$ cat src/rtl/alu_exec_pkg.sv
// alu_exec_pkg: alu_ctrl codes and execute-stage state shared with the ALU control decoder
package alu_exec_pkg;
  localparam logic [3:0] ALU_AND  = 4'b0000;
  localparam logic [3:0] ALU_OR   = 4'b0001;
  localparam logic [3:0] ALU_ADD  = 4'b0010;
  localparam logic [3:0] ALU_SUB  = 4'b0110;
  localparam logic [3:0] ALU_SLT  = 4'b0111;
  localparam logic [3:0] ALU_NOR  = 4'b1100;
  localparam logic [3:0] ALU_SLL  = 4'b0011;
  localparam logic [3:0] ALU_SRL  = 4'b1000;
  localparam logic [3:0] ALU_ADDI = 4'b0100;
  localparam logic [3:0] ALU_EQ   = 4'b1111;
  typedef enum logic [1:0] {IDLE, SHIFT, DONE} alu_state_e;
  function automatic logic is_shift(input logic [3:0] c);
    return c == ALU_SLL || c == ALU_SRL;
  endfunction
endpackage

$ cat src/rtl/alu_shift_iter.sv
// alu_shift_iter: one-bit-per-cycle logical shifter; done_o marks the cycle whose value_o is final
module alu_shift_iter
  import alu_exec_pkg::*;
#(
  parameter int WIDTH = 32,
  parameter int SHW   = 5
) (
  input  logic             clk,
  input  logic             rst,
  input  logic             start_i,
  input  logic             right_i,
  input  logic [WIDTH-1:0] data_i,
  input  logic [SHW-1:0]   amt_i,
  output logic             done_o,
  output logic [WIDTH-1:0] value_o
);
  logic [WIDTH-1:0] sh_q, sh_d;
  logic [SHW-1:0]   cnt_q, cnt_d;
  logic             right_q, right_d, active_q, active_d;
  always_comb begin
    value_o  = right_q ? sh_q >> 1 : sh_q << 1;
    done_o   = active_q && cnt_q == SHW'(1);
    sh_d     = start_i ? data_i : active_q ? value_o : sh_q;
    cnt_d    = start_i ? amt_i : active_q ? cnt_q - SHW'(1) : cnt_q;
    right_d  = start_i ? right_i : right_q;
    active_d = start_i || (active_q && !done_o);
  end
  always_ff @(posedge clk) begin
    if (rst) begin
      sh_q     <= '0;
      cnt_q    <= '0;
      right_q  <= 1'b0;
      active_q <= 1'b0;
    end else begin
      sh_q     <= sh_d;
      cnt_q    <= cnt_d;
      right_q  <= right_d;
      active_q <= active_d;
    end
  end
endmodule

$ cat src/rtl/alu_exec.sv
// alu_exec: execute-stage ALU with registered result/flags and valid/ready handshake
// Single-cycle ops finish at the accept edge; SLL/SRL with nonzero amount iterate in alu_shift_iter.
module alu_exec
  import alu_exec_pkg::*;
#(
  parameter int WIDTH = 32,
  parameter int SHW   = 5
) (
  input  logic             clk,
  input  logic             rst,
  input  logic             in_valid,
  output logic             in_ready,
  input  logic [3:0]       alu_ctrl,
  input  logic [WIDTH-1:0] src_a,
  input  logic [WIDTH-1:0] src_b,
  input  logic [SHW-1:0]   shamt,
  output logic             out_valid,
  input  logic             out_ready,
  output logic [WIDTH-1:0] result,
  output logic             zero,
  output logic             ovf,
  output logic             busy
);
  alu_state_e       state_q, state_d;
  logic [WIDTH-1:0] result_q, result_d, alu_res, sum, diff, sh_value;
  logic             zero_q, zero_d, ovf_q, ovf_d, busy_q, busy_d;
  logic             alu_zero, alu_ovf, accept, start, sh_done;
  alu_shift_iter #(.WIDTH(WIDTH), .SHW(SHW)) u_shift (
    .clk    (clk),
    .rst    (rst),
    .start_i(start),
    .right_i(alu_ctrl == ALU_SRL),
    .data_i (src_b),
    .amt_i  (shamt),
    .done_o (sh_done),
    .value_o(sh_value)
  );
  // Shift codes here only cover shamt==0, where the result is src_b unchanged.
  always_comb begin
    sum  = src_a + src_b;
    diff = src_a - src_b;
    case (alu_ctrl)
      ALU_AND:           alu_res = src_a & src_b;
      ALU_OR:            alu_res = src_a | src_b;
      ALU_ADD, ALU_ADDI: alu_res = sum;
      ALU_SUB, ALU_EQ:   alu_res = diff;
      ALU_SLT:           alu_res = {{(WIDTH-1){1'b0}}, $signed(src_a) < $signed(src_b)};
      ALU_NOR:           alu_res = ~(src_a | src_b);
      ALU_SLL, ALU_SRL:  alu_res = src_b;
      default:           alu_res = '0;
    endcase
    alu_zero = alu_ctrl == ALU_EQ ? src_a == src_b : alu_res == '0;
    alu_ovf  = (alu_ctrl == ALU_ADD || alu_ctrl == ALU_ADDI) ?
               (src_a[WIDTH-1] == src_b[WIDTH-1] && sum[WIDTH-1] != src_a[WIDTH-1]) :
               alu_ctrl == ALU_SUB ?
               (src_a[WIDTH-1] != src_b[WIDTH-1] && diff[WIDTH-1] != src_a[WIDTH-1]) : 1'b0;
  end
  always_comb begin
    in_ready = state_q == IDLE || (state_q == DONE && out_ready);
    accept   = in_valid && in_ready;
    start    = accept && is_shift(alu_ctrl) && shamt != '0;
    state_d  = state_q;
    result_d = result_q;
    zero_d   = zero_q;
    ovf_d    = ovf_q;
    if (accept) begin
      state_d  = start ? SHIFT : DONE;
      result_d = start ? result_q : alu_res;
      zero_d   = start ? zero_q : alu_zero;
      ovf_d    = start ? ovf_q : alu_ovf;
    end else if (state_q == SHIFT && sh_done) begin
      state_d  = DONE;
      result_d = sh_value;
      zero_d   = sh_value == '0;
      ovf_d    = 1'b0;
    end else if (state_q == DONE && out_ready) begin
      state_d = IDLE;
    end
    busy_d = state_d == SHIFT;
  end
  always_ff @(posedge clk) begin
    if (rst) begin
      state_q  <= IDLE;
      result_q <= '0;
      zero_q   <= 1'b0;
      ovf_q    <= 1'b0;
      busy_q   <= 1'b0;
    end else begin
      state_q  <= state_d;
      result_q <= result_d;
      zero_q   <= zero_d;
      ovf_q    <= ovf_d;
      busy_q   <= busy_d;
    end
  end
  assign out_valid = state_q == DONE;
  assign result    = result_q;
  assign zero      = zero_q;
  assign ovf       = ovf_q;
  assign busy      = busy_q;
endmodule

$ cat config.mk
export PLATFORM = sky130hd
export DESIGN_NAME = alu_exec
export DESIGN_NICKNAME = d
export VERILOG_FILES = /design/src/rtl/alu_exec_pkg.sv /design/src/rtl/alu_shift_iter.sv /design/src/rtl/alu_exec.sv
export SDC_FILE = /design/constraint.sdc
export NUM_CORES = 1
export LEC_CHECK = 0
export CAP_MARGIN = 20
export CORE_MARGIN = 2
export CORE_UTILIZATION = 53
export CTS_CLUSTER_SIZE = 28
export DETAILED_ROUTE_END_ITERATION = 12
export PLACE_DENSITY = 0.75
export SLEW_MARGIN = 40
export SYNTH_ARGS = -nofsm -noshare
export SYNTH_HDL_FRONTEND = slang
export SYNTH_SLANG_ARGS = --single-unit
$ cat constraint.sdc
create_clock -name clk -period 8.7 [get_ports clk]
set_input_delay 1.305 -clock clk [delete_from_list [all_inputs] [get_ports clk]]
set_output_delay 1.305 -clock clk [all_outputs]
set_load 0.01 [all_outputs]
==> results.py, run 1 <==
metrics = {
    "global_routing": {
        "grt_max_degree": 76,
        "grt.total_usage": 0.382,
        "grt_pass1_wl_mm": 60.2,
        "antenna_found_initial": 0,
        "overflow": 0,
        "first_global_vias": 10600,
    },
    "cells_and_area": {
        "final_common_cell": "nand2_1",
        "n_antenna_cell": 0,
        "area_growth_pct": 14.5,
        "finalInstanceArea_um2": 11400,
        "layout_common_cells": "nand2_1, nor2_1, a21oi_1",
        "num-fill-cells": 1769,
        "drive_gt1_frac": 0.0482,
        "nets": 1649,
    },
    "clock_tree": {
        "clock-sinks": 76,
        "cts_buffers": 9,
        "clkTransAtPathRegs_ps": 60,
        "max-clock-path-buffers": 2,
        "root_buffer": "clkbuf_16",
        "cts_resized": 0,
        "cts_tree": "yes",
        "cts.htree.levels": 3,
        "cts_setup_buffers": 0,
        "cts_hold_buf": 0,
        "clock_latency_ps": 330,
    },
    "power_and_ir_drop": {
        "p_int_mw": 0.809,
        "combPwrFrac": 0.461,
        "power.share.switching": 0.410,
        "power.share.clock": 0.249,
        "irDropWorstVdd_v": 0.000112,
        "switchingPower_mw": 0.562,
        "seq_power_share": 0.290,
        "power.leakage_nw": 4.46,
        "power.density_nw_per_um2": 121,
    },
    "placed_design": {
        "portBuffers": 113,
        "dpl-instance-area_um2": 11100,
        "post-place-ws_ps": 2810,
        "gp_congestion": 0.972,
        "hpwl_mm": 29.4,
    },
    "floorplanning": {
        "coreArea_um2": 18500,
        "die_w_um": 141,
        "ios": 114,
        "row_count": 50,
        "start_util": 0.536,
        "fp.dieArea_um2": 19800,
        "die_height_um": 141,
    },
    "worst_setup_path": {
        "crit_path_start_kind": "primary input",
        "cp_num_buf_inv": 2,
        "arrival_ps": 5880,
        "critical-path-top-delay-family": "simple AND/OR/NAND/NOR gates",
        "crit_chain": "clkdlybuf4s50_1 -> inv_1 -> ha_1 -> nor4_1 -> o311ai_0 -> and3_1 -> a221o_1 -> a21oi_1 -> o21ai_0 -> nor4_1 -> nand4_1 -> nor3_1 -> nand4b_1 -> o32ai_2",
        "crit_slowest_cell": "nor4_1",
        "endpoint_kind": "register",
        "critPathMaxStageDelay_ps": 760,
        "ff2ff_path_depth": 11,
        "critPathRequiredTime_ps": 8950,
        "crit_fanout": 11,
        "path_class": "primary input to register",
        "critPathMostFrequentCell": "nor4_1",
        "worst-path-stages": 14,
    },
    "yosys": {
        "async_reset_ff_frac": 0,
        "syn_inst": 1432,
        "synth_edf_count": 0,
        "yosysWarnings": 0,
        "synth-seq-cells": 76,
        "synth.distinct_cells": 82,
        "syn_area_um2": 9920,
        "synth_ff_type": "dfxtp_1",
        "syn-num-nets": 1612,
        "synth_seq_area_share": 0.153,
        "synth_area_per_cell_um2": 6.93,
    },
    "status": {
        "status": "finished, final reports clean",
    },
    "detailed_routing": {
        "drt_iter0_markers": 1323,
        "viasPerCell": 6.72,
        "drt_pass1_iterations": 6,
        "drc_errors": 0,
        "postRouteAntennaNets": 0,
        "routed_wl_mm": 38.8,
        "vias": 11500,
        "wire_per_inst_um": 22.7,
    },
    "timing": {
        "fin_skew_ps": 6.50,
        "maxSlewHeadroom": 0.443,
        "timing.final.crit_share": 0.647,
        "finalHoldViolCount": 0,
        "slew_violations": 0,
        "min_period_ps": 5630,
        "finalSetupTns_ps": 0,
        "setup_viol": 0,
        "tightest_slew_ps": 832,
        "rsz0062_at_grt": "no",
        "fmax_ghz": 0.178,
        "postLayoutSetupSlackWorst_ps": 3070,
    },
    "worst_hold_path": {
        "hold_depth": 2,
        "min_path_type": "register to register",
    },
    "job": {
        "drv_cap": 0,
    },
}
## state kept, by name, indices dropped and copies added, names as in the netlist
register	count
busy	1
ovf	1
result	32
state_q	2
u_shift.active_q	1
u_shift.cnt_q	5
u_shift.right_q	1
u_shift.sh_q	32
zero	1
## tightest hold or removal path, cell delays in order (launching register included)
cell     delay, ps
dfxtp_1        300
nand2_1         50
a21oi_1         50
## synth_stat cells (14+ instances only)
cell | count | area (um^2)
a21o_1 | 15 | 113
clkbuf_1 | 65 | 244
mux2i_1 | 50 | 500
a221oi_1 | 29 | 254
a211oi_1 | 21 | 158
a221o_1 | 14 | 140
nor2b_1 | 14 | 87.6
o211ai_1 | 44 | 330
inv_1 | 104 | 390
nor3_1 | 39 | 195
o221ai_1 | 22 | 193
buf_2 | 18 | 90.1
nand3_1 | 29 | 145
nand4_1 | 17 | 106
nand2b_1 | 16 | 100
nand2_1 | 181 | 679
a21oi_1 | 129 | 646
ha_1 | 101 | 1260
o21ai_0 | 60 | 300
dfxtp_1 | 76 | 1520
nor4_1 | 18 | 113
nor2_1 | 136 | 510
buf_1 | 18 | 67.6
## kinds of logic after synthesis
group | after synthesis | synth area share
AOI/OAI and AO/OA | 475 | 0.334
adders and majority gates | 103 | 0.131
muxes | 53 | 0.0539
DFF | 76 | 0.153
xor gates and xnor gates | 7 | 0.00618
and+or+nand+nor | 511 | 0.239
buffers and inverters | 207 | 0.0817
## power by group through the flow
stage / Combinational [mW] / Clock [mW] / Sequential [mW]
after floorplan: 0.392 / 0 / 0.401
after global placement: 0.609 / 0 / 0.403
after detailed placement: 0.612 / 0 / 0.404
after CTS: 0.616 / 0.345 / 0.397
after global routing: 0.680 / 0.360 / 0.400
final: 0.631 / 0.341 / 0.398
## path summary, 6_finish.rpt
| path | from | end | slack (ps) |
|---|---|---|---|
| setup / recovery | src_b[6] | zero$_SDFFE_PP0P_ | 3070 |
| hold / removal | result[2]$_SDFFE_PP0P_ | result[2]$_SDFFE_PP0P_ | 450 |
| setup reg to reg | u_shift.cnt_q[0]$_SDFFE_PP0P_ | zero$_SDFFE_PP0P_ | 4650 |
| hold reg to reg | result[2]$_SDFFE_PP0P_ | result[2]$_SDFFE_PP0P_ | 450 |
## cell type report
| type | instances | area (um^2) | share of cell area |
|---|---|---|---|
| clock buffers | 11 | 233 | 0.0205 |
| inverters | 104 | 390 | 0.0344 |
| repair buffers | 129 | 1250 | 0.110 |
| well taps | 234 | 293 | 0.0258 |
| clock inverters | 5 | 37.5 | 0.00331 |
| multi-input cells | 1149 | 7630 | 0.672 |
| flip-flops and latches | 76 | 1520 | 0.134 |
## per-stage QoR
| step | power (mW) | hold WS (ps) | utilization | std cells |
|---|---|---|---|---|
| after global routing | 1.44 | 473 | 0.613 | 1708 |
| after CTS | 1.36 | 452 | 0.613 | 1708 |
| after global placement | 1.01 | 441 | 0.598 | 1692 |
| after detailed placement | 1.02 | 445 | 0.598 | 1692 |
| after floorplan | 0.793 | 476 | - | 1432 |
| final | 1.37 | 449 | 0.613 | 1708 |
## per-layer routing
| metal | global-route usage | vias to the layer above | routed length, um |
|---|---|---|---|
| met2 | 0.605 | 652 | 17200 |
| met5 | 0 | - | 0 |
| li1 | - | 5331 | - |
| met3 | 0.0526 | 123 | 3460 |
| met4 | 0.187 | 0 | 2220 |
| met1 | 0.512 | 5376 | 15900 |
Note: power is estimated with default switching activity, not from simulation.
==> run 2: changes to the inputs <==
Settings changed: PLACE_DENSITY 0.75 to 0.78.
Clock period 8.7 ns to 5.1 ns, I/O delays scaled along.
==> run 2 against run 1 <==
Net effect: register-to-register slack lost 3100 ps; first-iteration DRC count rose by 20%; sequential share of layout area decreased by 0.53 points; wire length increased by 2.5%; count of clock-buffer cells in the layout did not move; critical path depth grew 1; total power up 79%; via count is 2.7% higher; final cell count up 3.5%; core utilization up 2.6 points; non-clock buffer count grew 61; largest power group unchanged.
==> results.py, run 2 (synthesized netlist as in run 1, its figures left out) <==
metrics = {
    "clock_tree": {
        "cts_buffers": 9,
        "root_buffer": "clkbuf_16",
        "max-clock-path-buffers": 2,
        "cts_hold_buf": 0,
        "cts_resized": 0,
        "clock-sinks": 76,
        "cts_tree": "yes",
        "clock_latency_ps": 340,
        "cts_setup_buffers": 0,
        "clkTransAtPathRegs_ps": 60,
        "cts.htree.levels": 3,
    },
    "worst_setup_path": {
        "reg2reg_from": "u_shift.cnt_q[0]$_SDFFE_PP0P_",
        "critPathCapture": "zero$_SDFFE_PP0P_",
        "crit_chain": "clkdlybuf4s50_1 -> ha_1 -> inv_1 -> fa_1 -> nand2b_1 -> a211oi_1 -> o21ai_1 -> a211oi_1 -> a31oi_1 -> nor4_1 -> nor4_1 -> a311oi_1 -> o2111ai_1 -> or3_1 -> o32ai_2",
        "startpoint": "src_a[0]",
        "endpoint_kind": "register",
        "ff2ff_path_depth": 11,
        "crit_path_start_kind": "primary input",
        "critPathMaxStageDelay_ps": 570,
        "crit_slowest_cell": "clkdlybuf4s50_1",
        "crit_fanout": 4,
        "reg2reg_to": "zero$_SDFFE_PP0P_",
        "arrival_ps": 4990,
        "r2r_slack_ps": 1530,
        "critPathRequiredTime_ps": 5360,
        "path_class": "primary input to register",
    },
    "status": {
        "status": "finished, final reports clean",
    },
    "floorplanning": {
        "die_w_um": 141,
        "die_height_um": 141,
        "fp.dieArea_um2": 19800,
        "coreArea_um2": 18500,
        "ios": 114,
        "start_util": 0.536,
        "row_count": 50,
    },
    "timing": {
        "setup_viol": 0,
        "maxSlewHeadroom": 0.411,
        "min_period_ps": 4730,
        "finalHoldViolCount": 0,
        "fin_skew_ps": 6.36,
        "finalSetupTns_ps": 0,
        "fmax_ghz": 0.211,
        "slew_violations": 0,
        "timing.final.crit_share": 0.928,
        "tightest_slew_ps": 883,
        "rsz0062_at_grt": "no",
        "holdWs_ps": 456,
    },
    "detailed_routing": {
        "vias": 11800,
        "viasPerCell": 6.67,
        "wire_per_inst_um": 22.5,
        "postRouteAntennaNets": 0,
        "routed_wl_mm": 39.8,
        "drt_pass1_iterations": 5,
        "drt_iter0_markers": 1586,
        "drc_errors": 0,
    },
    "global_routing": {
        "met3_usage": 0.0618,
        "first_global_vias": 10800,
        "grt_max_degree": 76,
        "grt.total_usage": 0.387,
        "overflow": 0,
        "met1_usage": 0.504,
        "grt_pass1_wl_mm": 60.3,
        "grt_busiest_layer": "met2",
        "met2_usage": 0.613,
        "antenna_found_initial": 0,
    },
    "power_and_ir_drop": {
        "power.density_nw_per_um2": 208,
        "irDropWorstVdd_v": 0.000173,
        "finalPower_mw": 2.46,
        "power.leakage_nw": 4.77,
    },
    "cells_and_area": {
        "final_common_cell": "nand2_1",
        "layout_common_cells": "nand2_1, nor2_1, a21oi_1",
        "finish.utilization": 0.639,
        "n_antenna_cell": 0,
        "area_growth_pct": 19.3,
        "nets": 1710,
        "drive_gt1_frac": 0.0847,
    },
    "worst_hold_path": {
        "hold_start": "result[15]$_SDFFE_PP0P_",
        "min_path_type": "register to register",
    },
    "placed_design": {
        "hpwl_mm": 31.2,
        "portBuffers": 113,
        "gp_congestion": 1.03,
    },
    "job": {
        "drv_cap": 0,
    },
}
==> run 2: metal layers <==
layer  share of wire  wire [um]
met1            0.40      15800
met2            0.44      17600
met3           0.097       3870
met4           0.063       2500
met5               0          0
==> run 2: power by group <==
group | total (mW) | leakage, nW | internal (mW) | switching (mW)
combinational | 1.13 | 4.00 | 0.454 | 0.676
clock | 0.646 | 0.147 | 0.404 | 0.242
sequential | 0.683 | 0.621 | 0.637 | 0.0460
total | 2.46 | 4.77 | 1.49 | 0.964
==> run 2: cell type report <==
| cell class | count | area [um^2] |
|---|---|---|
| Multi-Input combinational cell | 1149 | 7620 |
| Fill cell | 1709 | 6680 |
| Timing Repair Buffer | 190 | 1700 |
| Sequential cell | 76 | 1530 |
| Inverter | 104 | 390 |
| Tap cell | 234 | 293 |
| Clock buffer | 11 | 254 |
| Clock inverter | 4 | 47.5 |
==> run 2: worst min path at each step <==
stage / end / slack [ps] / cells after the start
after detailed placement: result[22]$_SDFFE_PP0P_ / 450 / 2
final: result[15]$_SDFFE_PP0P_ / 460 / 2
after CTS: result[15]$_SDFFE_PP0P_ / 460 / 2
after floorplan: result[12]$_SDFFE_PP0P_ / 480 / 2
after global routing: result[2]$_SDFFE_PP0P_ / 480 / 2
after global placement: result[14]$_SDFFE_PP0P_ / 440 / 2
==> run 2: stage by stage <==
step | area, um^2 | worst slack [ps] | instances
after floorplan | 9920 | 1340 | 1432
after global placement | 11500 | 270 | 1752
after detailed placement | 11500 | 97.2 | 1753
after CTS | 11800 | 435 | 1768
after global routing | 11800 | 138 | 1768
final | 11800 | 366 | 1768
==> run 2: worst max-delay path: cells and delay by family <==
family                     cells  cell delay, ps
buffers and inverters          2             640
AOI/OAI and AO/OA              7            1900
adders and majority gates      2             580
and+or+nand+nor                4            1100
